**src/rtl/muldiv_seq_unit.sv**
```systemverilog
// muldiv_seq_unit: iterative unsigned MUL/DIV/MOD unit for the execute stage.
// One shift-add or restoring-division step per clock. stall_req holds the
// pipeline from the accepting cycle through the DONE cycle.
// Optional macro MULDIV_EARLY_EXIT_EN: MUL finishes once the remaining
// multiplier bits are zero, and divide-by-zero finishes after one iteration.
module muldiv_seq_unit #(
  parameter int WIDTH = 8,
  parameter int CW    = 4
) (
  input  logic             clk,
  input  logic             rst,
  input  logic             start,
  input  logic [3:0]       op,
  input  logic [WIDTH-1:0] a,
  input  logic [WIDTH-1:0] b,
  output logic [WIDTH-1:0] result,
  output logic [WIDTH-1:0] result_hi,
  output logic             cy,
  output logic             busy,
  output logic             done,
  output logic             stall_req
);

  typedef enum logic [1:0] {IDLE, RUN, DONE} state_e;
  typedef enum logic [3:0] {
    OP_MUL = 4'b1000,
    OP_DIV = 4'b1001,
    OP_MOD = 4'b1010
  } op_e;

  state_e state, state_nxt;
  op_e    op_q;

  // acc: MUL partial product, or DIV {remainder, remaining dividend/quotient}.
  // mcand: MUL shifted multiplicand; for DIV the low half keeps the dividend.
  // opb: MUL multiplier (shifted right), or DIV divisor (held).
  logic [2*WIDTH-1:0] acc, acc_nxt, mcand, prod_nxt, quot_nxt;
  logic [WIDTH-1:0]   opb;
  logic [WIDTH-1:0]   div_q, div_r;
  logic [WIDTH:0]     rem_sh, diff;
  logic [CW-1:0]      cnt;
  logic               op_ok, accept, is_mul, dz, ge, last_iter;

  assign op_ok  = (op == OP_MUL) || (op == OP_DIV) || (op == OP_MOD);
  assign is_mul = (op_q == OP_MUL);
  assign dz     = !is_mul && (opb == '0);

`ifdef MULDIV_EARLY_EXIT_EN
  assign last_iter = (cnt == CW'(1)) || dz || (is_mul && (opb[WIDTH-1:1] == '0));
`else
  assign last_iter = (cnt == CW'(1));
`endif

  // Next value of the datapath for one iteration of the latched operation.
  always_comb begin
    prod_nxt = acc + (opb[0] ? mcand : '0);
    rem_sh   = {acc[2*WIDTH-1:WIDTH], acc[WIDTH-1]};
    diff     = rem_sh - {1'b0, opb};
    // remainder stays below the divisor, so the borrow bit is a valid compare
    ge       = ~diff[WIDTH];
    quot_nxt = {(ge ? diff[WIDTH-1:0] : rem_sh[WIDTH-1:0]), acc[WIDTH-2:0], ge};
    acc_nxt  = is_mul ? prod_nxt : quot_nxt;
    div_q    = dz ? '1 : quot_nxt[WIDTH-1:0];
    div_r    = dz ? mcand[WIDTH-1:0] : quot_nxt[2*WIDTH-1:WIDTH];
  end

  // State register.
  always_ff @(posedge clk) begin
    if (rst) state <= IDLE;
    else     state <= state_nxt;
  end

  // Next-state logic and status outputs.
  always_comb begin
    state_nxt = state;
    accept    = 1'b0;
    busy      = (state != IDLE);
    done      = (state == DONE);
    case (state)
      IDLE: if (start && op_ok) begin
        accept    = 1'b1;
        state_nxt = RUN;
      end
      RUN:     if (last_iter) state_nxt = DONE;
      DONE:    state_nxt = IDLE;
      default: state_nxt = IDLE;
    endcase
    stall_req = busy | accept;
  end

  // Operand latch, iteration datapath and result registers.
  always_ff @(posedge clk) begin
    if (rst) begin
      op_q      <= op_e'(4'b0000);
      opb       <= '0;
      acc       <= '0;
      mcand     <= '0;
      cnt       <= '0;
      result    <= '0;
      result_hi <= '0;
      cy        <= 1'b0;
    end else if (accept) begin
      op_q  <= op_e'(op);
      opb   <= b;
      cnt   <= CW'(WIDTH);
      mcand <= {{WIDTH{1'b0}}, a};
      acc   <= (op == OP_MUL) ? '0 : {{WIDTH{1'b0}}, a};
    end else if (state == RUN) begin
      cnt <= last_iter ? '0 : cnt - CW'(1);
      acc <= acc_nxt;
      if (is_mul) begin
        mcand <= mcand << 1;
        opb   <= opb >> 1;
      end
      if (last_iter) begin
        if (is_mul) begin
          result    <= prod_nxt[WIDTH-1:0];
          result_hi <= prod_nxt[2*WIDTH-1:WIDTH];
          cy        <= |prod_nxt[2*WIDTH-1:WIDTH];
        end else if (op_q == OP_DIV) begin
          result    <= div_q;
          result_hi <= div_r;
          cy        <= dz;
        end else begin
          result    <= div_r;
          result_hi <= div_q;
          cy        <= dz;
        end
      end
    end
  end

endmodule

```
**config.mk**
```make
export PLATFORM = sky130hd
export DESIGN_NAME = muldiv_seq_unit
export DESIGN_NICKNAME = d
export VERILOG_FILES = /design/src/rtl/muldiv_seq_unit.sv
export SDC_FILE = /design/constraint.sdc
export NUM_CORES = 1
export LEC_CHECK = 0
export CORE_UTILIZATION = 45
export DETAILED_ROUTE_END_ITERATION = 16
export GPL_TIMING_DRIVEN = 0
export PLACE_DENSITY = 0.65
export SYNTH_ARGS = -nofsm -noshare
export SYNTH_HDL_FRONTEND = slang
export SYNTH_SLANG_ARGS = --single-unit
```
**constraint.sdc**
```tcl
create_clock -name clk -period 7.45 [get_ports clk]
set_input_delay 1.49 -clock clk [delete_from_list [all_inputs] [get_ports clk]]
set_output_delay 1.49 -clock clk [all_outputs]
set_load 0.03 [all_outputs]
```
# After elaboration in Yosys (flattened, before gate mapping)

Cells that the tools add are included.

$add $sub $neg: 3
Equal/unequal tests: 10
Muxes and demuxes: 27
Bitwise operators: 3
Reduce and logical (&&, ||, !) cells: 16

Operators by type and width:

| cell                                                                   | number |
|---|---|
| 8-bit 2-to-1 mux                                                       | 14 |
| 16-bit 2-to-1 mux                                                      | 4 |
| 4-bit equality test (second input constant)                            | 5 |
| 16-bit adder                                                           | 1 |
| 4-bit 2-to-1 mux                                                       | 3 |
| 9-bit by 8-bit subtractor with 9-bit output                            | 1 |
| 8-bit zero test                                                        | 1 |
| 8-bit OR reduction                                                     | 1 |
| 2-bit AND reduction                                                    | 3 |
| 2-bit nonzero test                                                     | 3 |
| 4-bit by 1-bit equality test with 1-bit output (second input constant) | 1 |
| 2-bit 2-to-1 mux                                                       | 2 |
| 2-bit != test (second input constant)                                  | 2 |
| 2-bit case mux with 2 select lines                                     | 1 |
| 4-bit by 1-bit subtractor with 4-bit output (second input constant)    | 1 |
| 1-bit 2-to-1 mux                                                       | 3 |
| 3-bit AND reduction                                                    | 1 |
| 2-bit by 1-bit equality test with 1-bit output (second input constant) | 1 |
| 2-bit equality test (second input constant)                            | 1 |
| 1-bit logical AND                                                      | 2 |
| 2-bit zero test                                                        | 1 |
| 1-bit logical OR                                                       | 2 |
| 1-bit NOT                                                              | 2 |
| 2-bit OR reduction                                                     | 1 |
| 2 further kinds                                                        | 2 |

Flip-flop bits (word level): 67
Output and inout bits: 20
Input bits: 23

# Longest topological paths before layout

Gate-level depths: netlist of the first run.

Depth after elaboration: 8
Depth in mapped cells: 11
Depth with buffers taken out: 11

# Worst setup path after synthesis of the first run

OpenSTA, ideal clock, no wires.

Path type: input -> output
Start point: input port op[2]
End point: output port stall_req
Slack: 4.027 ns
Arrival: 1.933 ns
Data required time: 5.960 ns
Cell stages on the path: 2
Cell sequence: nand4b_1 > nand2b_1

Longest elaborated chain between the ends: 7
Elaborated cells between the ends (all ways): 9

RTL lines:

| what                | line | source |
|---|---|---|
| from (decl)         | 13   | `input logic [3:0] op,` |
| 4-bit equality test | 44   | `assign op_ok = (op == OP_MUL) \|\| (op == OP_DIV) \|\| (op == OP_MOD);` |
| 1-bit logical OR    | 44   |  |
| 1-bit logical OR *  | 44   |  |
| 1-bit logical AND * | 80   | `IDLE: if (start && op_ok) begin` |
| 1-bit 2-to-1 mux *  | 80   |  |
| 1-bit 2-to-1 mux *  | 79   | `case (state)` |
| 1-bit OR *          | 88   | `stall_req = busy \| accept;` |
| to (decl)           | 21   | `output logic stall_req` |

Mark *: on every way between the ends. The rest lies on a longest branch, timed or not.

# Worst setup path in the final report of the first run

Start point: input port op[1]
End point: output port stall_req

Same word-level chain as after synthesis.

==> results of run 1 <==
==> state kept, by name (all words and copies together) (netlist names) <==
name       cells
cnt            4
mcand         16
cy             1
result         8
op_q           4
result_hi      8
state          2
opb            8
acc           16
==> cell usage after synthesis, types with 3 or more instances <==
library cell	count	area (sq um)
a311oi_1	15	131
and2_2	5	37.5
a21o_1	10	75.1
o21ai_0	38	190
buf_2	3	15.0
nand3_1	16	80.1
a311o_1	3	30.0
nand3b_1	3	22.5
mux2i_1	6	60.1
and2_1	13	81.3
xnor2_1	9	78.8
o211ai_1	7	52.6
xor2_1	8	70.1
o221ai_1	3	26.3
nor2_1	52	195
a21oi_1	49	245
dfxtp_1	67	1340
o21ba_2	3	30.0
a2111oi_0	4	35.0
or2_2	4	25.0
nor3_1	17	85.1
a221oi_1	3	26.3
nand2_1	97	364
a31oi_1	4	25.0
o22ai_1	4	25.0
ha_1	25	313
nor4_1	5	31.3
or3_1	10	62.6
clkbuf_1	30	113
nor2b_1	4	25.0
inv_1	14	52.6
and3_1	7	43.8
nand2b_1	5	31.3
o21bai_1	5	37.5
a211oi_1	11	82.6
o21a_1	3	22.5
==> per-stage QoR <==
step | instance area (sq um) | cells | util (%)
after global placement | 5190 | 778 | 52.6
after CTS | 5390 | 794 | 54.6
after global routing | 5390 | 794 | 54.6
after floorplan | 4620 | 604 | -
after detailed placement | 5190 | 778 | 52.6
final | 5390 | 794 | 54.6
==> worst max-delay path: stages <==
cell,delay (ps)
clkdlybuf4s50_1,430
nand2_1,80
nand4b_1,140
nand2b_1,100
clkdlybuf4s50_1,670
==> where the power goes <==
part           internal (W)  switching [W]  leakage [nW]
Sequential         0.000370      0.0000186         0.543
Combinational     0.0000919       0.000141          1.35
Clock              0.000163       0.000150        0.0926
Total              0.000625       0.000309          1.99
==> cell usage in the layout (no fill, tap or decap), types with 3 or more instances in the layout <==
cell	n
a2111oi_0	4
a211oi_1	11
a21o_1	10
a21oi_1	49
a221oi_1	3
a311o_1	3
a311oi_1	15
a31oi_1	4
and2_1	13
and2_2	5
and3_1	7
buf_2	3
clkbuf_1	32
clkbuf_8	10
clkdlybuf4s50_1	41
dfxtp_1	67
ha_1	25
inv_1	14
mux2i_1	6
nand2_1	97
nand2b_1	5
nand3_1	16
nand3b_1	3
nor2_1	52
nor2b_1	4
nor3_1	17
nor4_1	5
o211ai_1	7
o21a_1	3
o21ai_0	38
o21ba_2	3
o21bai_1	5
o221ai_1	3
o22ai_1	4
or2_2	4
or3_1	10
xnor2_1	9
xor2_1	8
==> metal layers <==
metal  up-vias  wire length (microns)  track usage [%]
li1       2323                      -                -
met3        35                   1330             6.79
met1      2286                   6990             42.3
met5         -                      0                0
met2       223                   6850             47.1
met4         0                    495             13.5
==> worst paths after layout <==
check | from | to | slack (ps) | cells past startpoint
worst max-delay path | op[1] | stall_req | 3050 | 5
worst min-delay path | mcand[15] | mcand[15] | 460 | 2
worst max register to register | opb[0] | cy | 3420 | 11
worst min register to register | mcand[15] | mcand[15] | 460 | 2
==> area by class of cell <==
class | instances | area (sq um)
Clock buffer | 12 | 145
Inverter | 15 | 56.3
Timing Repair Buffer | 41 | 410
Tap cell | 133 | 166
Multi-Input combinational cell | 487 | 3080
Clock inverter | 4 | 50.0
Sequential cell | 67 | 1340
Fill cell | 972 | 4480
Buffer | 35 | 143
==> kinds of logic (layout without fill, tap and decap cells) <==
kind of cell | Yosys count | after routing | share of synthesized area [%]
AND/OR/NAND/NOR | 251 | 251 | 26.1
buffers and inverters | 50 | 107 | 4.31
adder cells (fa/ha/maj) | 27 | 27 | 7.64
flip-flops | 67 | 67 | 29.1
multiplexers | 8 | 8 | 1.79
AO/OA/AOI/OAI | 183 | 183 | 27.3
XOR/XNOR | 18 | 18 | 3.82
==> impl_metrics.ini, run 1 <==
[floorplanning]
dieArea_sq_um = 10700
die_h_microns = 103
initial_utilization_pct = 46.8
coreArea_sq_um = 9860
io_pins = 43
core.rowCount = 36
die_x_microns = 103

[clock_network]
hold_buffers = 0
cts_root_buf = clkbuf_8
clock-sinks = 67
htree_levels = 3
cts_tree = done
cts_made_buffers = 9
cts.clk_slew.worst_paths_ps = 70
clock_latency_ps = 360
ctsResizeCount = 0
post-cts-setup-buffer-count = 0
clockBufferDepth = 2

[global_route]
antenna_found_initial = 0
grt_usage_pct = 31.0
grt_pass1_wl_microns = 24500
grt_pass1_vias = 4486
overflow = 0
grt_start_max_net_pins = 12

[yosys]
synth_cells = 604
synth.cell_area_sq_um = 4620
synth_cell_type_count = 68
ys_seq_area_share_pct = 29.1
ys_ff_latch = 67
synth_edf_count = 0
syn_area_per_cell_sq_um = 7.64
ys_async_sr_fraction_pct = 0
synth_warnings = 0
syn_nets = 654
yosys_most_used_dff = dfxtp_1

[timing]
finalSetupViolations = 0
min_period_ps = 4400
rsz0062_at_grt = no
finalHoldViolCount = 0
max_slew.worst_pin.slew_ps = 702
fmax_ghz = 0.227
setup_tns_ps = 0
relSlewSlack_pct = 52.9
period_share_pct = 59.1
holdWs_ps = 457
clock-skew-final_ps = 9.43
slew_viol_final = 0
fin_ws_ps = 3050

[setup_path]
cp.required_ps = 5960
critPathMaxFanout = 3
path_class = input pin to output port
critPathCaptureType = output port
crit_path_start_kind = input pin
worstPathArrival_ps = 2910

[route]
drt_iter0_drc = 320
route.detailed.drc = 0
wl_microns = 15700
wire_per_inst_microns = 19.7
via_count = 4867
postRouteAntennaNets = 0
firstDrtPassIters = 5
vias_per_cell = 6.13

[pwr]
p_total_w = 0.000934
power_density_nw_per_um2 = 173
p_leak_nw = 1.99
irDropWorstVdd_uv = 104

[final_layout]
area_delta_synth_final_pct = 16.7
nets = 706
drive_gt1_share_pct = 6.96
insertedDiodeCount = 0

[place]
io_buffers = 41
place.gp.congestion = 0.973
place_ws_ps = 3040
hpwlAfterDp_microns = 12300

[min_path]
min_path_type = register to register

[outcome]
status = completed

[job]
maxCapViolCount = 0
(Power assumes the default switching activity.)
==> inputs of run 2 (changes only) <==
clock period = 4.55 ns   (was 7.45 ns; I/O delays follow)
==> results of run 2 <==
Same layout as run 1 (identical final DEF). Status: completed.
Main changes from that run: setup slack after placement 3040 ps -> 662 ps; setup slack after layout 3050 ps -> 516 ps; start point of the critical path op[1] -> opb[0]; end point of the critical path stall_req -> cy; register-to-register setup slack 3420 ps -> 520 ps; total power 0.000934 W -> 0.00153 W; worst IR drop on VDD 104 uV -> 171 uV
